File: src/rtl/alu_rr_arbiter_if.sv
// Bundle of all handshake and data signals between the ALU arbiter and its
// environment: two operation requesters, the shared ALU and the response consumer.
// Signal names carry the arbiter's point of view (i_ = into arbiter, o_ = out of it).
interface alu_rr_arbiter_if #(
    parameter int WIDTH = 4
);
    // Requester 0
    logic             i_req0_VALID;
    logic             o_req0_READY;
    logic [1:0]       i_req0_sel;
    logic [WIDTH-1:0] i_req0_A;
    logic [WIDTH-1:0] i_req0_B;
    // Requester 1
    logic             i_req1_VALID;
    logic             o_req1_READY;
    logic [1:0]       i_req1_sel;
    logic [WIDTH-1:0] i_req1_A;
    logic [WIDTH-1:0] i_req1_B;
    // ALU operation channel
    logic             o_alu_VALID;
    logic             i_alu_READY;
    logic [1:0]       o_alu_sel;
    logic [WIDTH-1:0] o_alu_A;
    logic [WIDTH-1:0] o_alu_B;
    // ALU result channel
    logic             i_alu_VALID;
    logic             o_alu_READY;
    logic [WIDTH-1:0] i_alu_Y;
    logic             i_alu_err;
    logic             i_alu_overflow;
    // Response channel
    logic             o_rsp_VALID;
    logic             i_rsp_READY;
    logic             o_rsp_id;
    logic [WIDTH-1:0] o_rsp_Y;
    logic             o_rsp_err;
    logic             o_rsp_overflow;
    logic             o_rsp_neg;
    logic             o_rsp_pos;
    logic             o_rsp_timeout;

    // Arbiter side
    modport slave (
        input  i_req0_VALID, i_req0_sel, i_req0_A, i_req0_B,
        output o_req0_READY,
        input  i_req1_VALID, i_req1_sel, i_req1_A, i_req1_B,
        output o_req1_READY,
        output o_alu_VALID, o_alu_sel, o_alu_A, o_alu_B,
        input  i_alu_READY,
        input  i_alu_VALID, i_alu_Y, i_alu_err, i_alu_overflow,
        output o_alu_READY,
        output o_rsp_VALID, o_rsp_id, o_rsp_Y, o_rsp_err, o_rsp_overflow,
        output o_rsp_neg, o_rsp_pos, o_rsp_timeout,
        input  i_rsp_READY
    );

    // Environment side (requesters, ALU, consumer)
    modport master (
        output i_req0_VALID, i_req0_sel, i_req0_A, i_req0_B,
        input  o_req0_READY,
        output i_req1_VALID, i_req1_sel, i_req1_A, i_req1_B,
        input  o_req1_READY,
        input  o_alu_VALID, o_alu_sel, o_alu_A, o_alu_B,
        output i_alu_READY,
        output i_alu_VALID, i_alu_Y, i_alu_err, i_alu_overflow,
        input  o_alu_READY,
        input  o_rsp_VALID, o_rsp_id, o_rsp_Y, o_rsp_err, o_rsp_overflow,
        input  o_rsp_neg, o_rsp_pos, o_rsp_timeout,
        output i_rsp_READY
    );
endinterface

File: src/rtl/alu_rr_arbiter.sv
// Round-robin arbiter in front of a single shared ALU. One operation is in flight
// at a time: accept from a requester, issue to the ALU, wait for the result under a
// watchdog, then hand the result back tagged with requester id and sign flags.
// All outputs are registered except the requester READYs.
module alu_rr_arbiter #(
    parameter int WIDTH   = 4,
    parameter int TIMEOUT = 15
) (
    input  logic             i_CLK,
    input  logic             i_RSTn,
    alu_rr_arbiter_if.slave  bus
);
    // Watchdog must be able to hold TIMEOUT-1
    localparam int WDW = (TIMEOUT > 1) ? $clog2(TIMEOUT) : 1;

    typedef enum logic [1:0] {
        S_IDLE  = 2'd0,
        S_ISSUE = 2'd1,
        S_WAIT  = 2'd2,
        S_RESP  = 2'd3
    } state_t;

    state_t           state_q, state_d;
    logic             ptr_q, ptr_d;
    logic [WDW-1:0]   wdog_q, wdog_d;
    logic             id_q, id_d;
    logic [1:0]       sel_q, sel_d;
    logic [WIDTH-1:0] a_q, a_d;
    logic [WIDTH-1:0] b_q, b_d;
    logic             alu_valid_q, alu_valid_d;
    logic             alu_ready_q, alu_ready_d;
    logic             rsp_valid_q, rsp_valid_d;
    logic [WIDTH-1:0] y_q, y_d;
    logic             err_q, err_d;
    logic             ovf_q, ovf_d;
    logic             neg_q, neg_d;
    logic             pos_q, pos_d;
    logic             tmo_q, tmo_d;
    logic             grant0, grant1;

    // Grant: a lone requester always wins; on contention the pointer decides
    always_comb begin
        grant0 = bus.i_req0_VALID & (~bus.i_req1_VALID | ~ptr_q);
        grant1 = bus.i_req1_VALID & (~bus.i_req0_VALID |  ptr_q);
    end

    // READY is combinational so a requester sees acceptance in the same cycle;
    // qualified with reset so it is low while reset is held
    assign bus.o_req0_READY = i_RSTn & (state_q == S_IDLE) & grant0;
    assign bus.o_req1_READY = i_RSTn & (state_q == S_IDLE) & grant1;

    // Next-state and next-output computation for the whole transaction FSM
    always_comb begin
        state_d = state_q;
        ptr_d   = ptr_q;
        wdog_d  = wdog_q;
        id_d    = id_q;
        sel_d   = sel_q;
        a_d     = a_q;
        b_d     = b_q;
        y_d     = y_q;
        err_d   = err_q;
        ovf_d   = ovf_q;
        neg_d   = neg_q;
        pos_d   = pos_q;
        tmo_d   = tmo_q;
        case (state_q)
            S_IDLE: begin
                if (grant0 | grant1) begin
                    id_d    = grant1;
                    sel_d   = grant1 ? bus.i_req1_sel : bus.i_req0_sel;
                    a_d     = grant1 ? bus.i_req1_A   : bus.i_req0_A;
                    b_d     = grant1 ? bus.i_req1_B   : bus.i_req0_B;
                    ptr_d   = ~grant1;
                    state_d = S_ISSUE;
                end
            end
            S_ISSUE: begin
                if (bus.i_alu_READY) begin
                    wdog_d  = '0;
                    state_d = S_WAIT;
                end
            end
            S_WAIT: begin
                // A result on the last watchdog cycle still beats the timeout
                if (bus.i_alu_VALID) begin
                    y_d     = bus.i_alu_Y;
                    err_d   = bus.i_alu_err;
                    ovf_d   = bus.i_alu_overflow;
                    neg_d   = bus.i_alu_Y[WIDTH-1];
                    pos_d   = ~bus.i_alu_Y[WIDTH-1] & (|bus.i_alu_Y);
                    tmo_d   = 1'b0;
                    state_d = S_RESP;
                end else if (wdog_q == WDW'(TIMEOUT - 1)) begin
                    y_d     = '0;
                    err_d   = 1'b1;
                    ovf_d   = 1'b0;
                    neg_d   = 1'b0;
                    pos_d   = 1'b0;
                    tmo_d   = 1'b1;
                    state_d = S_RESP;
                end else begin
                    wdog_d  = wdog_q + WDW'(1);
                end
            end
            S_RESP: begin
                if (bus.i_rsp_READY) begin
                    state_d = S_IDLE;
                end
            end
            default: state_d = S_IDLE;
        endcase
        // Handshake strobes are decoded from the next state so they are registered
        alu_valid_d = (state_d == S_ISSUE);
        alu_ready_d = (state_d == S_WAIT);
        rsp_valid_d = (state_d == S_RESP);
    end

    // State and registered outputs; reset discards any operation in flight
    always_ff @(posedge i_CLK or negedge i_RSTn) begin
        if (!i_RSTn) begin
            state_q     <= S_IDLE;
            ptr_q       <= 1'b0;
            wdog_q      <= '0;
            id_q        <= 1'b0;
            sel_q       <= 2'b00;
            a_q         <= '0;
            b_q         <= '0;
            alu_valid_q <= 1'b0;
            alu_ready_q <= 1'b0;
            rsp_valid_q <= 1'b0;
            y_q         <= '0;
            err_q       <= 1'b0;
            ovf_q       <= 1'b0;
            neg_q       <= 1'b0;
            pos_q       <= 1'b0;
            tmo_q       <= 1'b0;
        end else begin
            state_q     <= state_d;
            ptr_q       <= ptr_d;
            wdog_q      <= wdog_d;
            id_q        <= id_d;
            sel_q       <= sel_d;
            a_q         <= a_d;
            b_q         <= b_d;
            alu_valid_q <= alu_valid_d;
            alu_ready_q <= alu_ready_d;
            rsp_valid_q <= rsp_valid_d;
            y_q         <= y_d;
            err_q       <= err_d;
            ovf_q       <= ovf_d;
            neg_q       <= neg_d;
            pos_q       <= pos_d;
            tmo_q       <= tmo_d;
        end
    end

    assign bus.o_alu_VALID    = alu_valid_q;
    assign bus.o_alu_sel      = sel_q;
    assign bus.o_alu_A        = a_q;
    assign bus.o_alu_B        = b_q;
    assign bus.o_alu_READY    = alu_ready_q;
    assign bus.o_rsp_VALID    = rsp_valid_q;
    assign bus.o_rsp_id       = id_q;
    assign bus.o_rsp_Y        = y_q;
    assign bus.o_rsp_err      = err_q;
    assign bus.o_rsp_overflow = ovf_q;
    assign bus.o_rsp_neg      = neg_q;
    assign bus.o_rsp_pos      = pos_q;
    assign bus.o_rsp_timeout  = tmo_q;
endmodule

File: src/flat_wrapper.sv
// flat-port wrapper written by rule: the top's interface ports become plain ports
module alu_rr_arbiter_flat 
#(
    parameter int WIDTH   = 4,
    parameter int TIMEOUT = 15
)
  (i_CLK, i_RSTn, bus_i_req0_VALID, bus_i_req0_sel, bus_i_req0_A, bus_i_req0_B, bus_o_req0_READY, bus_i_req1_VALID, bus_i_req1_sel, bus_i_req1_A, bus_i_req1_B, bus_o_req1_READY, bus_o_alu_VALID, bus_o_alu_sel, bus_o_alu_A, bus_o_alu_B, bus_i_alu_READY, bus_i_alu_VALID, bus_i_alu_Y, bus_i_alu_err, bus_i_alu_overflow, bus_o_alu_READY, bus_o_rsp_VALID, bus_o_rsp_id, bus_o_rsp_Y, bus_o_rsp_err, bus_o_rsp_overflow, bus_o_rsp_neg, bus_o_rsp_pos, bus_o_rsp_timeout, bus_i_rsp_READY);
  alu_rr_arbiter_if #(.WIDTH(WIDTH)) bus_i ();
  input  logic i_CLK;
  input  logic i_RSTn;
  input wire logic [$bits(bus_i.i_req0_VALID)-1:0] bus_i_req0_VALID;
  input wire logic [$bits(bus_i.i_req0_sel)-1:0] bus_i_req0_sel;
  input wire logic [$bits(bus_i.i_req0_A)-1:0] bus_i_req0_A;
  input wire logic [$bits(bus_i.i_req0_B)-1:0] bus_i_req0_B;
  output wire logic [$bits(bus_i.o_req0_READY)-1:0] bus_o_req0_READY;
  input wire logic [$bits(bus_i.i_req1_VALID)-1:0] bus_i_req1_VALID;
  input wire logic [$bits(bus_i.i_req1_sel)-1:0] bus_i_req1_sel;
  input wire logic [$bits(bus_i.i_req1_A)-1:0] bus_i_req1_A;
  input wire logic [$bits(bus_i.i_req1_B)-1:0] bus_i_req1_B;
  output wire logic [$bits(bus_i.o_req1_READY)-1:0] bus_o_req1_READY;
  output wire logic [$bits(bus_i.o_alu_VALID)-1:0] bus_o_alu_VALID;
  output wire logic [$bits(bus_i.o_alu_sel)-1:0] bus_o_alu_sel;
  output wire logic [$bits(bus_i.o_alu_A)-1:0] bus_o_alu_A;
  output wire logic [$bits(bus_i.o_alu_B)-1:0] bus_o_alu_B;
  input wire logic [$bits(bus_i.i_alu_READY)-1:0] bus_i_alu_READY;
  input wire logic [$bits(bus_i.i_alu_VALID)-1:0] bus_i_alu_VALID;
  input wire logic [$bits(bus_i.i_alu_Y)-1:0] bus_i_alu_Y;
  input wire logic [$bits(bus_i.i_alu_err)-1:0] bus_i_alu_err;
  input wire logic [$bits(bus_i.i_alu_overflow)-1:0] bus_i_alu_overflow;
  output wire logic [$bits(bus_i.o_alu_READY)-1:0] bus_o_alu_READY;
  output wire logic [$bits(bus_i.o_rsp_VALID)-1:0] bus_o_rsp_VALID;
  output wire logic [$bits(bus_i.o_rsp_id)-1:0] bus_o_rsp_id;
  output wire logic [$bits(bus_i.o_rsp_Y)-1:0] bus_o_rsp_Y;
  output wire logic [$bits(bus_i.o_rsp_err)-1:0] bus_o_rsp_err;
  output wire logic [$bits(bus_i.o_rsp_overflow)-1:0] bus_o_rsp_overflow;
  output wire logic [$bits(bus_i.o_rsp_neg)-1:0] bus_o_rsp_neg;
  output wire logic [$bits(bus_i.o_rsp_pos)-1:0] bus_o_rsp_pos;
  output wire logic [$bits(bus_i.o_rsp_timeout)-1:0] bus_o_rsp_timeout;
  input wire logic [$bits(bus_i.i_rsp_READY)-1:0] bus_i_rsp_READY;
  assign bus_i.i_req0_VALID = bus_i_req0_VALID;
  assign bus_i.i_req0_sel = bus_i_req0_sel;
  assign bus_i.i_req0_A = bus_i_req0_A;
  assign bus_i.i_req0_B = bus_i_req0_B;
  assign bus_o_req0_READY = bus_i.o_req0_READY;
  assign bus_i.i_req1_VALID = bus_i_req1_VALID;
  assign bus_i.i_req1_sel = bus_i_req1_sel;
  assign bus_i.i_req1_A = bus_i_req1_A;
  assign bus_i.i_req1_B = bus_i_req1_B;
  assign bus_o_req1_READY = bus_i.o_req1_READY;
  assign bus_o_alu_VALID = bus_i.o_alu_VALID;
  assign bus_o_alu_sel = bus_i.o_alu_sel;
  assign bus_o_alu_A = bus_i.o_alu_A;
  assign bus_o_alu_B = bus_i.o_alu_B;
  assign bus_i.i_alu_READY = bus_i_alu_READY;
  assign bus_i.i_alu_VALID = bus_i_alu_VALID;
  assign bus_i.i_alu_Y = bus_i_alu_Y;
  assign bus_i.i_alu_err = bus_i_alu_err;
  assign bus_i.i_alu_overflow = bus_i_alu_overflow;
  assign bus_o_alu_READY = bus_i.o_alu_READY;
  assign bus_o_rsp_VALID = bus_i.o_rsp_VALID;
  assign bus_o_rsp_id = bus_i.o_rsp_id;
  assign bus_o_rsp_Y = bus_i.o_rsp_Y;
  assign bus_o_rsp_err = bus_i.o_rsp_err;
  assign bus_o_rsp_overflow = bus_i.o_rsp_overflow;
  assign bus_o_rsp_neg = bus_i.o_rsp_neg;
  assign bus_o_rsp_pos = bus_i.o_rsp_pos;
  assign bus_o_rsp_timeout = bus_i.o_rsp_timeout;
  assign bus_i.i_rsp_READY = bus_i_rsp_READY;
  alu_rr_arbiter #(.WIDTH(WIDTH), .TIMEOUT(TIMEOUT)) u_core (.i_CLK(i_CLK), .i_RSTn(i_RSTn), .bus(bus_i));
endmodule
File: config.mk
export PLATFORM = sky130hd
export DESIGN_NAME = alu_rr_arbiter_flat
export DESIGN_NICKNAME = d
export VERILOG_FILES = /design/src/rtl/alu_rr_arbiter_if.sv /design/src/rtl/alu_rr_arbiter.sv /design/src/flat_wrapper.sv
export SDC_FILE = /design/constraint.sdc
export NUM_CORES = 1
export LEC_CHECK = 0
export BUFFER_PORTS_ARGS = -buffer_cell sky130_fd_sc_hd__buf_4
export CAP_MARGIN = 15
export CORE_MARGIN = 2
export CORE_UTILIZATION = 40
export DETAILED_ROUTE_END_ITERATION = 8
export GPL_TIMING_DRIVEN = 0
export PLACE_DENSITY = 0.71
export REMOVE_ABC_BUFFERS = 1
export SLEW_MARGIN = 20
export SYNTH_ARGS = -nofsm -noshare
export SYNTH_HDL_FRONTEND = slang
export SYNTH_SLANG_ARGS = --single-unit
File: constraint.sdc
create_clock -name i_CLK -period 1.6 [get_ports i_CLK]
set_input_delay 0.08 -clock i_CLK [delete_from_list [all_inputs] [get_ports i_CLK]]
set_output_delay 0.08 -clock i_CLK [all_outputs]
set_load 0.02 [all_outputs]
==> results.py <==
metrics = {
    "routing": {
        "drc": 0,
        "wirelength_um": 3528,
        "first_pass_iters": 4,
        "drt_iter0_markers": 45,
        "vias_per_cell": 5.146,
        "antenna_left": 0,
        "wire_per_inst_um": 14.70,
        "dr_total_vias": 1235,
    },
    "timing": {
        "setup_tns_ps": 0,
        "tightest_slew_ps": 579.4,
        "max_slew_margin": 0.6137,
        "max_freq_mhz": 638.5,
        "hold_violations": 0,
        "drv_slew": 0,
        "skew_ps": 11.43,
        "setup_ws_ps": 33.86,
        "worst_hold_slack_ps": 27.42,
        "fin_crit_ps": 1566,
        "post-route-period-util": 0.9788,
        "rsz0062_at_grt": "yes",
        "finalSetupViolCount": 0,
    },
    "yosys": {
        "synth_flop_cell": "dfrtp_1",
        "yosys-top-cells-area": "dfrtp_1, a221o_1, a22o_1",
        "synth_top_area_share": 0.5360,
        "synth_xor_area_frac": 0,
        "ys_seq_area_frac": 0.5360,
        "syn_area_um2": 1354,
        "ys.warnings.count": 0,
        "synth_largest_area_cell": "dfrtp_1",
        "synth_cell_types": 33,
        "synth-edff-count": 0,
        "synthAdderAreaFrac": 0.01848,
        "async_reset_ff_frac": 1.000,
        "synth.area.mux_share": 0,
        "synth_top_family_by_area": "compound AO/OA/AOI/OAI gates",
        "synth_cells": 114,
        "synth_seq_cells": 29,
        "synth_common_cells": "dfrtp_1, a221o_1, a21oi_1",
        "yosysMostFrequentCell": "dfrtp_1",
        "synth-compound-area-share": 0.2431,
        "synth-simple-area-share": 0.1349,
        "synth_area_per_cell_um2": 11.88,
    },
    "finish": {
        "areaGrowthSynthToFinish_pct": 54.44,
        "fin_cells": 240,
        "drive_gt1_frac": 0.4433,
        "fillers": 283,
        "utilization": 0.6366,
        "antenna_cells": 0,
        "final_area_um2": 2091,
        "nNetsFinal": 228,
    },
    "critical_path": {
        "crit_family": "compound AO/OA/AOI/OAI gates",
        "critPathRequiredTime_ps": 1520,
        "cp_slowest_cell": "a2111oi_4",
        "crit_chain": "inv_1 > a2111oi_4 > and2_1 > buf_4",
        "worstReg2RegStart": "u_core.wdog_q[0]",
        "critical_path_class": "reg -> out",
        "critPathCaptureType": "output port",
        "critPathMaxStageDelay_ps": 400,
        "path_buf_inv": 2,
        "worstSetupStartpointType": "flop",
        "worstSetupStartpoint": "u_core.ptr_q",
        "critPathMaxFanout": 2,
        "cp.arrival_ps": 1490,
    },
    "floorplanning": {
        "core_um2": 3284,
        "io-pin-count": 58,
        "rows": 21,
        "die_y_um": 62.18,
        "die_area_um2": 3866,
        "initial_core_util": 0.4122,
        "chipWidth_um": 62.18,
    },
    "clock_tree": {
        "numCtsBuffers": 5,
        "cts.sinks": 29,
        "htreeDepth": 2,
        "clk_latency_ps": 320,
        "tritoncts": "built",
        "cts.root.buffer_cell": "clkbuf_4",
        "clkTransAtPathRegs_ps": 90,
        "cts_max_path_buffers": 2,
    },
    "power": {
        "p_leak_nw": 1.051,
        "finalPower_mw": 3.716,
        "power.density_nw_per_um2": 1778,
        "ir_drop_v": 0.0008393,
    },
    "global_route": {
        "grtUsageTotal": 0.1909,
        "grt_pass1_vias": 1228,
        "grt_start_max_net_pins": 32,
        "grt_pass1_wl_um": 5858,
        "gr-total-overflow": 0,
        "antenna_found_initial": 0,
    },
    "place": {
        "place.gp.congestion": 0.7263,
        "dp.cells": 210,
        "dp_worst_setup_slack_ps": -31.11,
        "dp_hpwl_um": 2302,
        "placed_area_um2": 1774,
        "port_buffers": 57,
    },
    "hold_path": {
        "min-delay-start": "bus_i_alu_READY",
        "hold_class": "in -> reg",
    },
    "run_status": {
        "outcome": "completed",
    },
    "job": {
        "drv_cap": 0,
    },
}
worst register-to-register path, stage by stage, from the launching register on:
cell,delay [ps]
dfrtp_1,430
inv_1,70
ha_1,250
a31o_2,300
nor2b_2,180
a311oi_1,120
cell families (layout without fill, tap and decap cells):
logic type               Yosys count  count (layout)
AO/OA/AOI/OAI                     39              39
adder cells (fa/ha/maj)            2               2
buffers and inverters             14              94
flip-flops                        29              29
AND/OR/NAND/NOR                   30              30
registers in the layout (all words and copies together) (netlist names):
signal	count
u_core.bus.o_alu_VALID	1
u_core.bus.o_rsp_neg	1
u_core.state_q	2
u_core.bus.o_alu_READY	1
u_core.bus.o_rsp_err	1
u_core.bus.o_rsp_overflow	1
u_core.bus.o_alu_sel	2
u_core.bus.o_rsp_pos	1
u_core.bus.o_rsp_timeout	1
u_core.bus.o_rsp_id	1
u_core.wdog_q	4
u_core.bus.o_rsp_Y	3
u_core.bus.o_alu_B	4
u_core.bus.o_alu_A	4
u_core.bus.o_rsp_VALID	1
u_core.ptr_q	1
layout by cell type (no fill, tap or decap), types with 2 or more instances in the layout:
cell,instances
a221o_1,10
a211oi_1,2
dlygate4sd3_1,17
a311oi_1,2
clkbuf_4,5
nand2_1,4
nor2_1,5
and3_1,5
and3_2,6
inv_1,7
a21oi_1,8
nor2b_2,2
ha_1,2
buf_4,62
dfrtp_1,28
a22o_1,6
power by group:
| part | total, mW | switching, mW | internal (mW) |
|---|---|---|---|
| combinational | 1.80 | 0.935 | 0.860 |
| sequential | 1.30 | 0.252 | 1.05 |
| clock | 0.619 | 0.246 | 0.373 |
| total | 3.72 | 1.43 | 2.28 |
worst paths after layout:
kind                                      endpoint  slack (ps)  cells past startpoint
setup / recovery                  bus_o_req1_READY          30                      4
hold / removal              u_core.bus.o_alu_VALID          30                      3
setup reg to reg                  u_core.wdog_q[2]         130                      5
hold reg to reg              u_core.bus.o_rsp_Y[1]         520                      1
max in group asynchronous        u_core.state_q[1]        1080                      2
min in group asynchronous  u_core.bus.o_alu_sel[0]         230                      2
what timing repair did:
action,CTS,global route
pin swaps,1,3
buffers inserted,2,3
setup endpoints to repair,7,16
hold buffers,17,0
endpoints found under the hold margin,45,0
resized for setup,3,3
routing by layer:
metal  global-route usage  vias to the layer above  wire, um
li1                     -                      590         -
met1               0.2279                      585      1442
met2               0.3288                       58      1801
met3              0.06703                        2       263
met4              0.05000                        0        20
met5                    0                        -         0
layout make-up:
class                   instances  area (um2)  share of cell area
flip-flops and latches         29       726.9              0.3477
repair buffers                 79       635.6              0.3040
multi-input cells              71       559.3              0.2675
well taps                      46       57.56             0.02753
clock buffers                   7       55.05             0.02633
clock inverters                 1       30.03             0.01436
inverters                       7       26.28             0.01257
Note: power is estimated with default switching activity, not from simulation.
